**config.mk**
```make
export PLATFORM = sky130hd
export DESIGN_NAME = ir_cmd_controller
export DESIGN_NICKNAME = d
export VERILOG_FILES = /design/src/rtl/ir_pkg.sv /design/src/rtl/ir_cmd_fifo.sv /design/src/rtl/ir_cmd_controller.sv
export SDC_FILE = /design/constraint.sdc
export NUM_CORES = 1
export LEC_CHECK = 0
export CAP_MARGIN = 20
export CORE_ASPECT_RATIO = 1.4
export CORE_MARGIN = 2
export CORE_UTILIZATION = 33
export CTS_CLUSTER_SIZE = 12
export DETAILED_ROUTE_END_ITERATION = 7
export GPL_TIMING_DRIVEN = 0
export SKIP_CTS_REPAIR_TIMING = 1
export SYNTH_ARGS = -nofsm -noshare
export SYNTH_HDL_FRONTEND = slang
export SYNTH_HIERARCHICAL = 1
export SYNTH_SLANG_ARGS = --single-unit
```
**constraint.sdc**
```tcl
create_clock -name clk -period 4 [get_ports clk]
set_clock_uncertainty 0.05 [all_clocks]
set_input_delay 0.8 -clock clk [delete_from_list [all_inputs] [get_ports clk]]
set_output_delay 0.8 -clock clk [all_outputs]
set_load 0.05 [all_outputs]
```
**src/rtl/ir_pkg.sv**
```systemverilog
// Shared types and constants for the NEC IR command controller.
// Frame layout, queue geometry and default tuning values live here.
package ir_pkg;

    typedef enum logic [0:0] {
        ST_IDLE = 1'b0,
        ST_HELD = 1'b1
    } ir_state_e;

    // NEC frame field bit positions inside the 32-bit frame word
    localparam int ADDR_HI   = 31;
    localparam int ADDR_LO   = 24;
    localparam int ADDR_N_HI = 23;
    localparam int ADDR_N_LO = 16;
    localparam int CMD_HI    = 15;
    localparam int CMD_LO    = 8;
    localparam int CMD_N_HI  = 7;
    localparam int CMD_N_LO  = 0;

    localparam int FIFO_DEPTH = 4;
    localparam int FIFO_WIDTH = 9;

    localparam logic [7:0] DEF_ADDR_MATCH   = 8'h00;
    localparam int         DEF_HOLD_TIMEOUT = 5_500_000;
    localparam int         DEF_REPEAT_DELAY = 3;

    // A byte and its transmitted complement must differ in every bit.
    function automatic logic field_ok(input logic [7:0] val, input logic [7:0] inv);
        return ((val ^ inv) == 8'hFF);
    endfunction

endpackage

```
**src/rtl/ir_cmd_fifo.sv**
```systemverilog
// Small register-based command queue; push while full is accepted only
// when a pop happens in the same cycle.
module ir_cmd_fifo
    import ir_pkg::*;
#(
    parameter int WIDTH = FIFO_WIDTH,
    parameter int DEPTH = FIFO_DEPTH
) (
    input  logic             clk,
    input  logic             rst,
    input  logic             push,
    input  logic [WIDTH-1:0] push_data,
    input  logic             pop,
    output logic [WIDTH-1:0] pop_data,
    output logic             full,
    output logic             empty
);

    localparam int PTR_W = $clog2(DEPTH);
    localparam int CNT_W = $clog2(DEPTH + 1);
    localparam logic [CNT_W-1:0] CNT_FULL = CNT_W'(DEPTH);

    logic [WIDTH-1:0] mem_q [DEPTH];
    logic [WIDTH-1:0] mem_d [DEPTH];
    logic [PTR_W-1:0] wr_ptr_q, wr_ptr_d;
    logic [PTR_W-1:0] rd_ptr_q, rd_ptr_d;
    logic [CNT_W-1:0] count_q, count_d;
    logic             do_push_s, do_pop_s;

    // Next-state for storage, pointers and occupancy
    always_comb begin
        mem_d     = mem_q;
        wr_ptr_d  = wr_ptr_q;
        rd_ptr_d  = rd_ptr_q;
        count_d   = count_q;
        do_pop_s  = pop && (count_q != {CNT_W{1'b0}});
        do_push_s = push && ((count_q != CNT_FULL) || do_pop_s);
        if (do_push_s) begin
            mem_d[wr_ptr_q] = push_data;
            wr_ptr_d        = wr_ptr_q + PTR_W'(1);
        end else begin
            wr_ptr_d = wr_ptr_q;
        end
        if (do_pop_s) begin
            rd_ptr_d = rd_ptr_q + PTR_W'(1);
        end else begin
            rd_ptr_d = rd_ptr_q;
        end
        case ({do_push_s, do_pop_s})
            2'b10:   count_d = count_q + CNT_W'(1);
            2'b01:   count_d = count_q - CNT_W'(1);
            default: count_d = count_q;
        endcase
    end

    // Queue state registers
    always_ff @(posedge clk) begin
        if (rst) begin
            mem_q    <= '{default: '0};
            wr_ptr_q <= '0;
            rd_ptr_q <= '0;
            count_q  <= '0;
        end else begin
            mem_q    <= mem_d;
            wr_ptr_q <= wr_ptr_d;
            rd_ptr_q <= rd_ptr_d;
            count_q  <= count_d;
        end
    end

    assign pop_data = mem_q[rd_ptr_q];
    assign full     = (count_q == CNT_FULL);
    assign empty    = (count_q == {CNT_W{1'b0}});

endmodule

```
**src/rtl/ir_cmd_controller.sv**
```systemverilog
// NEC IR command controller: validates frames, tracks key hold/auto-repeat
// and queues commands. Optional address check via macro IR_ADDR_FILTER_EN.
module ir_cmd_controller
    import ir_pkg::*;
#(
    parameter logic [7:0] ADDR_MATCH   = DEF_ADDR_MATCH,
    parameter int         HOLD_TIMEOUT = DEF_HOLD_TIMEOUT,
    parameter int         REPEAT_DELAY = DEF_REPEAT_DELAY
) (
    input  logic        clk,
    input  logic        rst,
    input  logic        frame_valid,
    input  logic [31:0] frame_data,
    input  logic        repeat_valid,
    output logic        cmd_valid,
    input  logic        cmd_ready,
    output logic [7:0]  cmd_data,
    output logic        cmd_repeat,
    output logic        err_pulse,
    output logic [7:0]  drop_cnt,
    output logic        key_held
);

    localparam int TMO_W = (HOLD_TIMEOUT > 2) ? $clog2(HOLD_TIMEOUT) : 1;
    localparam logic [TMO_W-1:0] TMO_LAST = TMO_W'(HOLD_TIMEOUT - 1);

    ir_state_e   state_q, state_d;
    logic [7:0]  last_cmd_q, last_cmd_d;
    logic [3:0]  rep_cnt_q, rep_cnt_d;
    logic [TMO_W-1:0] tmo_q, tmo_d;
    logic        push_q, push_d;
    logic [8:0]  push_data_q, push_data_d;
    logic        err_q, err_d;
    logic        held_q, held_d;
    logic [7:0]  drop_q, drop_d;

    logic [7:0]  cmd_s;
    logic        frame_ok_s;
    logic        pop_s;
    logic        fifo_full_s, fifo_empty_s;
    logic [8:0]  fifo_rd_s;

    assign cmd_s = frame_data[CMD_HI:CMD_LO];

`ifdef IR_ADDR_FILTER_EN
    assign frame_ok_s = field_ok(cmd_s, frame_data[CMD_N_HI:CMD_N_LO])
                     && field_ok(frame_data[ADDR_HI:ADDR_LO], frame_data[ADDR_N_HI:ADDR_N_LO])
                     && (frame_data[ADDR_HI:ADDR_LO] == ADDR_MATCH);
`else
    logic unused_addr_s;
    assign unused_addr_s = ^{frame_data[ADDR_HI:ADDR_N_LO], ADDR_MATCH};
    assign frame_ok_s    = field_ok(cmd_s, frame_data[CMD_N_HI:CMD_N_LO]);
`endif

    assign pop_s = !fifo_empty_s && cmd_ready;

    // Validation, hold/repeat FSM and drop accounting next-state
    always_comb begin
        state_d     = state_q;
        last_cmd_d  = last_cmd_q;
        rep_cnt_d   = rep_cnt_q;
        tmo_d       = tmo_q;
        push_d      = 1'b0;
        push_data_d = push_data_q;
        err_d       = 1'b0;
        drop_d      = drop_q;

        if (frame_valid) begin
            rep_cnt_d = 4'd0;
            tmo_d     = '0;
            if (frame_ok_s) begin
                push_d      = 1'b1;
                push_data_d = {cmd_s, 1'b0};
                last_cmd_d  = cmd_s;
                state_d     = ST_HELD;
            end else begin
                err_d   = 1'b1;
                state_d = ST_IDLE;
            end
        end else begin
            case (state_q)
                ST_HELD: begin
                    if (repeat_valid) begin
                        tmo_d = '0;
                        if (rep_cnt_q != 4'hF) begin
                            rep_cnt_d = rep_cnt_q + 4'd1;
                        end else begin
                            rep_cnt_d = rep_cnt_q;
                        end
                        if (int'({28'd0, rep_cnt_q}) >= REPEAT_DELAY) begin
                            push_d      = 1'b1;
                            push_data_d = {last_cmd_q, 1'b1};
                        end else begin
                            push_d = 1'b0;
                        end
                    end else if (tmo_q == TMO_LAST) begin
                        tmo_d     = '0;
                        rep_cnt_d = 4'd0;
                        state_d   = ST_IDLE;
                    end else begin
                        tmo_d = tmo_q + TMO_W'(1);
                    end
                end
                ST_IDLE: begin
                    state_d = ST_IDLE;
                end
                default: begin
                    state_d = ST_IDLE;
                end
            endcase
        end

        // A push into a full queue survives only if a pop frees a slot
        if (push_q && fifo_full_s && !pop_s && (drop_q != 8'hFF)) begin
            drop_d = drop_q + 8'd1;
        end else begin
            drop_d = drop_q;
        end

        held_d = (state_d == ST_HELD);
    end

    // Controller state and registered outputs
    always_ff @(posedge clk) begin
        if (rst) begin
            state_q     <= ST_IDLE;
            last_cmd_q  <= 8'd0;
            rep_cnt_q   <= 4'd0;
            tmo_q       <= '0;
            push_q      <= 1'b0;
            push_data_q <= 9'd0;
            err_q       <= 1'b0;
            held_q      <= 1'b0;
            drop_q      <= 8'd0;
        end else begin
            state_q     <= state_d;
            last_cmd_q  <= last_cmd_d;
            rep_cnt_q   <= rep_cnt_d;
            tmo_q       <= tmo_d;
            push_q      <= push_d;
            push_data_q <= push_data_d;
            err_q       <= err_d;
            held_q      <= held_d;
            drop_q      <= drop_d;
        end
    end

    ir_cmd_fifo #(
        .WIDTH (FIFO_WIDTH),
        .DEPTH (FIFO_DEPTH)
    ) u_fifo (
        .clk       (clk),
        .rst       (rst),
        .push      (push_q),
        .push_data (push_data_q),
        .pop       (pop_s),
        .pop_data  (fifo_rd_s),
        .full      (fifo_full_s),
        .empty     (fifo_empty_s)
    );

    assign cmd_valid  = !fifo_empty_s;
    assign cmd_data   = fifo_rd_s[8:1];
    assign cmd_repeat = fifo_rd_s[0];
    assign err_pulse  = err_q;
    assign drop_cnt   = drop_q;
    assign key_held   = held_q;

endmodule

```
======== Word-level counts from Yosys, hierarchy flattened ========
Cells that the tools add are included.
word-level totals
  register bits ........................... 98
  output and inout port bits .............. 20
  bits of input ports ..................... 37
  logic and storage cells ................. 90
cells by class
  reductions and logical operators ........ 22
  bitwise gates (word level) .............. 5
  $add $sub $neg .......................... 7
  order comparisons ....................... 4
  equal/unequal tests ..................... 10
  mux-type cells .......................... 27
operators with widths
  operator                                                            number
  2-to-1 mux 9 bit                                                    8
  2-to-1 mux 23 bit                                                   2
  bitwise mux 36 bit                                                  1
  adder 23 x 1 -> 23 bit (second input constant)                      1
  == test 23 bit (second input constant)                              1
  binary-select mux 9 bit (select 2 bit)                              1
  demux 9 bit (select 2 bit)                                          1
  2-to-1 mux 4 bit                                                    3
  nonzero test 2 bit                                                  5
  2-to-1 mux 1 bit                                                    9
  adder 8 x 1 -> 8 bit (second input constant)                        1
  == test 8 bit (second input constant)                               1
  inequality test 8 bit (second input constant)                       1
  XOR 8 bit                                                           1
  logical AND 1 bit                                                   7
  greater-or-equal comparator 3 bit (second input constant)           2
  NOT 2 -> 3 bit                                                      2
  case mux 3 bit (2 select lines)                                     1
  adder 2 x 1 -> 2 bit (second input constant)                        2
  adder 4 x 1 -> 4 bit (second input constant)                        1
  greater-or-equal comparator 4 x 2 -> 1 bit (second input constant)  1
  inequality test 2 x 1 -> 1 bit (second input constant)              2
  inequality test 4 bit (second input constant)                       1
  AND reduction 4 bit                                                 1
  16 further kinds                                                    19

======== Longest topological paths before layout ========
  depth after elaboration ................. 8
  depth in mapped cells ................... 13
  depth with buffers taken out ............ 12

======== By module ========
The synthesis kept the hierarchy.
modules (own cells, without submodules)
  module             area an instance (um2)  cells an instance  instances  seq. area each (um2)
  ir_cmd_controller  2,782.7                 315                1          1,101.1
  ir_cmd_fifo        2,094.5                 192                1          860.8

======== Least setup slack after synthesis ========
OpenSTA, ideal clock, no wires.
  path kind ............................... input to register
  from .................................... input cmd_ready
  to ...................................... register u_fifo.count_q[2]
  stages on the path ...................... 12
  setup time .............................. 0.070 ns
  data required time ...................... 3.880 ns
  arrival time ............................ 2.898 ns
  path slack .............................. 0.982 ns
  path buffers ............................ 1
  path through ............................ nand2b_1 inv_1 or4b_1 buf_6 and2_1 inv_1 ha_1 inv_1 fa_1 xor2_1 or3_1 a21oi_1
between the ends
  longest elaborated chain between the ends .. 6
  elaborated cells on any way between the ends .. 8
  classes of those cells .................. 2 x eq/ne; 1 x mux; 5 x reduce/logical
ends and longest elaborated chain
  item                                                                   RTL line                 RTL
  start: declaration                                                     ir_cmd_controller.sv:16  input logic cmd_ready,
  logical AND 1 bit *                                                    ir_cmd_controller.sv:55  assign pop_s = !fifo_empty_s && cmd_ready;
  via pop_s                                                              ir_cmd_controller.sv:39  logic pop_s;
  logical AND 1 bit *                                                    ir_cmd_fifo.sv:36        do_pop_s = pop && (count_q != {CNT_W{1'b0}});
  logical OR 1 bit                                                       ir_cmd_fifo.sv:37        do_push_s = push && ((count_q != CNT_FULL) || do_pop_s);
  logical AND 1 bit                                                      ir_cmd_fifo.sv:37
  == test 2 x 1 -> 1 bit or == test 2 bit (tied branches)                ir_cmd_fifo.sv:49        case ({do_push_s, do_pop_s})
  case mux 3 bit (2 select lines) or nonzero test 2 bit (tied branches)  -
  end signal: assignment                                                 ir_cmd_fifo.sv:67        count_q <= count_d;
  end: declaration                                                       ir_cmd_fifo.sv:27        logic [CNT_W-1:0] count_q, count_d;
The timed path passes the listed nets; every way through them passes the cells marked *.
A chain may end at the register's enable or synchronous reset.

======== Worst setup path in the final report ========
  from .................................... register u_fifo.rd_ptr_q[1]
  to ...................................... output cmd_data[6]
between the ends
  longest elaborated chain between the ends .. 4
ends and longest elaborated chain
  item                                                  RTL line                 RTL
  start: declaration                                    ir_cmd_fifo.sv:26        logic [PTR_W-1:0] rd_ptr_q, rd_ptr_d;
  start signal: assignment                              ir_cmd_fifo.sv:66        rd_ptr_q <= rd_ptr_d;
  NOT 2 -> 3 bit (implied by the code)                  ir_cmd_fifo.sv:71        assign pop_data = mem_q[rd_ptr_q];
  binary-select mux 9 bit (select 2 bit)                ir_cmd_fifo.sv:71
  2-to-1 mux 9 bit (implied by the code) (2 in series)  ir_cmd_fifo.sv:71
  end: declaration                                      ir_cmd_controller.sv:17  output logic [7:0] cmd_data,
Every way passes these cells. The select of a mux whose other input is x is not followed.

==> results.md <==
* Status: finished, final reports clean
* CTS Buf Count at 9
* Row count at 52
* Crit-path max cell delay at 710 ps
* # setup viols final at 0
* GP Congestion at 0.824
* Residual DRC at 0
* Worst skew pair latency at 350 ps
* Post-route ant nets at 0
* Synth top area share at 0.402
* Type of the worst min-delay path: flip-flop to flip-flop
* Final WS setup at 573 ps
* Tcrit/Tclk final at 0.857
* Core Footprint at 14400 um2
* Initial Utilization at 0.338
* I/O Pins at 57
* Hpwl dp at 8740 um
* Mux contribution to synthesized area at 0.117
* Final Max Slew Viols at 0
* Final Hold Fails at 0
* Pleak at 1.99 nW
* Die X at 107 um
* Async SR Flop Fraction at 0
* Starting DRC count in detailed routing at 161
* Worst path slowest cell: clkdlybuf4s50_1
* Port Buf Inserts at 39
* FILL cells at 1428
* Via count at 3966
* # Max-Cap Violations at 0
* Synth area leader: dfxtp_1
* Largest family of logic cells by synthesized area: simple AND/OR/NAND/NOR gates
* RSZ-0062 raised after global routing: no
* Yosys cell types at 55
* Power Density at 326 nW/um2
* DRT Wirelength at 11800 um
* Crit path max-delay family: buffers and inverters
* Clk buf depth at 2
* Mean post-synth cell area at 9.62 um2
* Total Nets Final at 603
* Ys flop type: dfxtp_1
* CP endpoint kind: primary output
* Worst-Margin Slew at 995 ps
* Req. time, crit path at 3150 ps
* Vias in the first global route at 4003
* Period minus WS final at 3430 ps
* CTS tree: done
* Crit path max fanout at 10
* Synthesis-to-layout area growth at 18.6%
* Setup TNS at 0 ps
* Grt total ovfl at 0
* Mapped Nets at 553
* YS warnings at 6
* Top post-synthesis cells by area: dfxtp_1 (40%), mux2i_1 (7.6%), nand2b_1 (6.4%)
* Initial antenna violation count at 0
* Sequential share of the synthesized area at 0.402
* Root buffer cell: clkbuf_16
* Chip height at 148 um
* Max Fclk at 292 MHz
* Simple-Gate Fraction of Synth Area at 0.210
* Wire per inst at 15.8 um
* Share of layout cells above drive strength 1 at 0.0890
* Crit path cell chain: buf_1, mux4_2, clkdlybuf4s50_1
* Crit Path Category: flip-flop to primary output
* Clock sink total at 98
* Maximum vdd drop at 0.000193 V
* Overall routing resource usage at 0.155
* Adder-Cell Fraction of Synth Area at 0.0246
* Htree depth at 3
* First-pass GRT wire length at 19600 um
* Gate Count Post-Synth at 507
* Via density at 5.28
* Post-Syn Area at 4880 um2
* Crit start category: flip-flop
* First-pass DRT Iterations at 4
* Xor/xnor share of the synthesized area at 0.0413
* Number of flops mapped to enable cells by yosys at 0
* Max-slew headroom at 0.331
* Largest net degree at the start of global routing at 17
* WP buf/inv at 2
* Pre-CTS WS at 414 ps
* Synth Area in Compound Gates at 0.154
* Post-synthesis register bit count at 98
* CP arrival at 2580 ps
* Die area at 15800 um2
* N_diodes at 0
* Clock-pin slew on the worst setup and hold paths at 70 ps
through the flow:
stage,util,instances,power [mW],hold WS (ps),instance area [um2]
global route,0.400,751,1.95,446,5780
finish,0.400,751,1.89,426,5780
floorplan,-,507,1.04,395,4880
CTS,0.400,751,1.91,424,5780
global placement,0.381,735,1.09,404,5500
detailed placement,0.381,735,1.09,411,5500
cell usage in the layout (no fill, tap or decap), types with 5 or more instances in the layout:
master,netlist,layout
a211oi_1,12,12
a21oi_1,31,31
a221oi_1,7,7
buf_2,5,5
clkbuf_1,23,24
clkbuf_16,0,9
clkdlybuf4s50_1,0,39
dfxtp_1,98,98
ha_1,8,8
inv_1,21,21
mux2i_1,37,37
mux4_2,9,9
nand2_1,13,13
nand2b_1,50,50
nand3_1,16,16
nand4_1,19,19
nor2_1,15,15
nor3_1,5,5
o21ai_0,18,18
o221a_2,8,8
o31ai_1,16,16
or3_1,12,12
or4_1,7,7
xnor2_1,8,8
xor2_1,15,15
layer usage:
layer | vias to the layer above | GRT usage | part of all wire
met5 | - | 0 | 0
met4 | 0 | 0.0584 | 0.018
met3 | 17 | 0.0251 | 0.031
met2 | 76 | 0.290 | 0.52
met1 | 1898 | 0.175 | 0.43
li1 | 1975 | - | -
sequential cells by signal (all words and copies together), names as in the netlist:
register and count:
last_cmd_q 8, err_pulse 1, u_fifo/rd_ptr_q 2, key_held 1, u_fifo/wr_ptr_q 2, push_q 1, drop_cnt 8, push_data_q 9
tmo_q 23, u_fifo/count_q 3, u_fifo/mem_q 36, rep_cnt_q 4
path summary, 6_finish.rpt:
kind | from | endpoint | slack, ps | cells past startpoint
worst max-delay path | u_fifo/rd_ptr_q[1]$_SDFFE_PP0P_ | cmd_data[6] | 570 | 3
worst min-delay path | last_cmd_q[5]$_SDFFE_PP0P_ | last_cmd_q[5]$_SDFFE_PP0P_ | 430 | 2
worst max register to register | u_fifo/count_q[0]$_SDFFE_PP0P_ | u_fifo/count_q[2]$_SDFFE_PP0P_ | 780 | 13
worst min register to register | last_cmd_q[5]$_SDFFE_PP0P_ | last_cmd_q[5]$_SDFFE_PP0P_ | 430 | 2
area by class of cell:
cell class	count	area (um2)	area share
Tap cell	189	236	0.0409
Multi-Input combinational cell	353	2670	0.461
Clock inverter	5	36.3	0.00627
Clock buffer	11	243	0.0420
Buffer	34	164	0.0283
Inverter	22	82.6	0.0143
Sequential cell	98	1960	0.339
Timing Repair Buffer	39	390	0.0675
power by group:
group | internal, mW | leakage [nW] | switching [mW]
Clock | 0.442 | 0.140 | 0.378
Combinational | 0.0358 | 1.06 | 0.0549
Sequential | 0.976 | 0.789 | 0.000491
tightest hold or removal path: stages, from the launching register on:
cell,delay [ps]
dfxtp_1,310
o31ai_1,60
a21oi_1,60
cell usage after synthesis (9+ instances only):
| cell | number |
|---|---|
| nor2_1 | 15 |
| or3_1 | 12 |
| a211oi_1 | 12 |
| dfxtp_1 | 98 |
| nand4_1 | 19 |
| xor2_1 | 15 |
| o31ai_1 | 16 |
| mux2i_1 | 37 |
| nand2_1 | 13 |
| o21ai_0 | 18 |
| inv_1 | 21 |
| nand2b_1 | 50 |
| a21oi_1 | 31 |
| mux4_2 | 9 |
| clkbuf_1 | 23 |
| nand3_1 | 16 |
cell families (layout without fill, tap and decap cells):
group | Yosys count | count (layout)
XOR/XNOR | 23 | 23
AND/OR/NAND/NOR | 167 | 167
buffers and inverters | 56 | 111
AO/OA/AOI/OAI | 108 | 108
adder cells (fa/ha/maj) | 9 | 9
flip-flops | 98 | 98
multiplexers | 46 | 46
(Power assumes the default switching activity.)
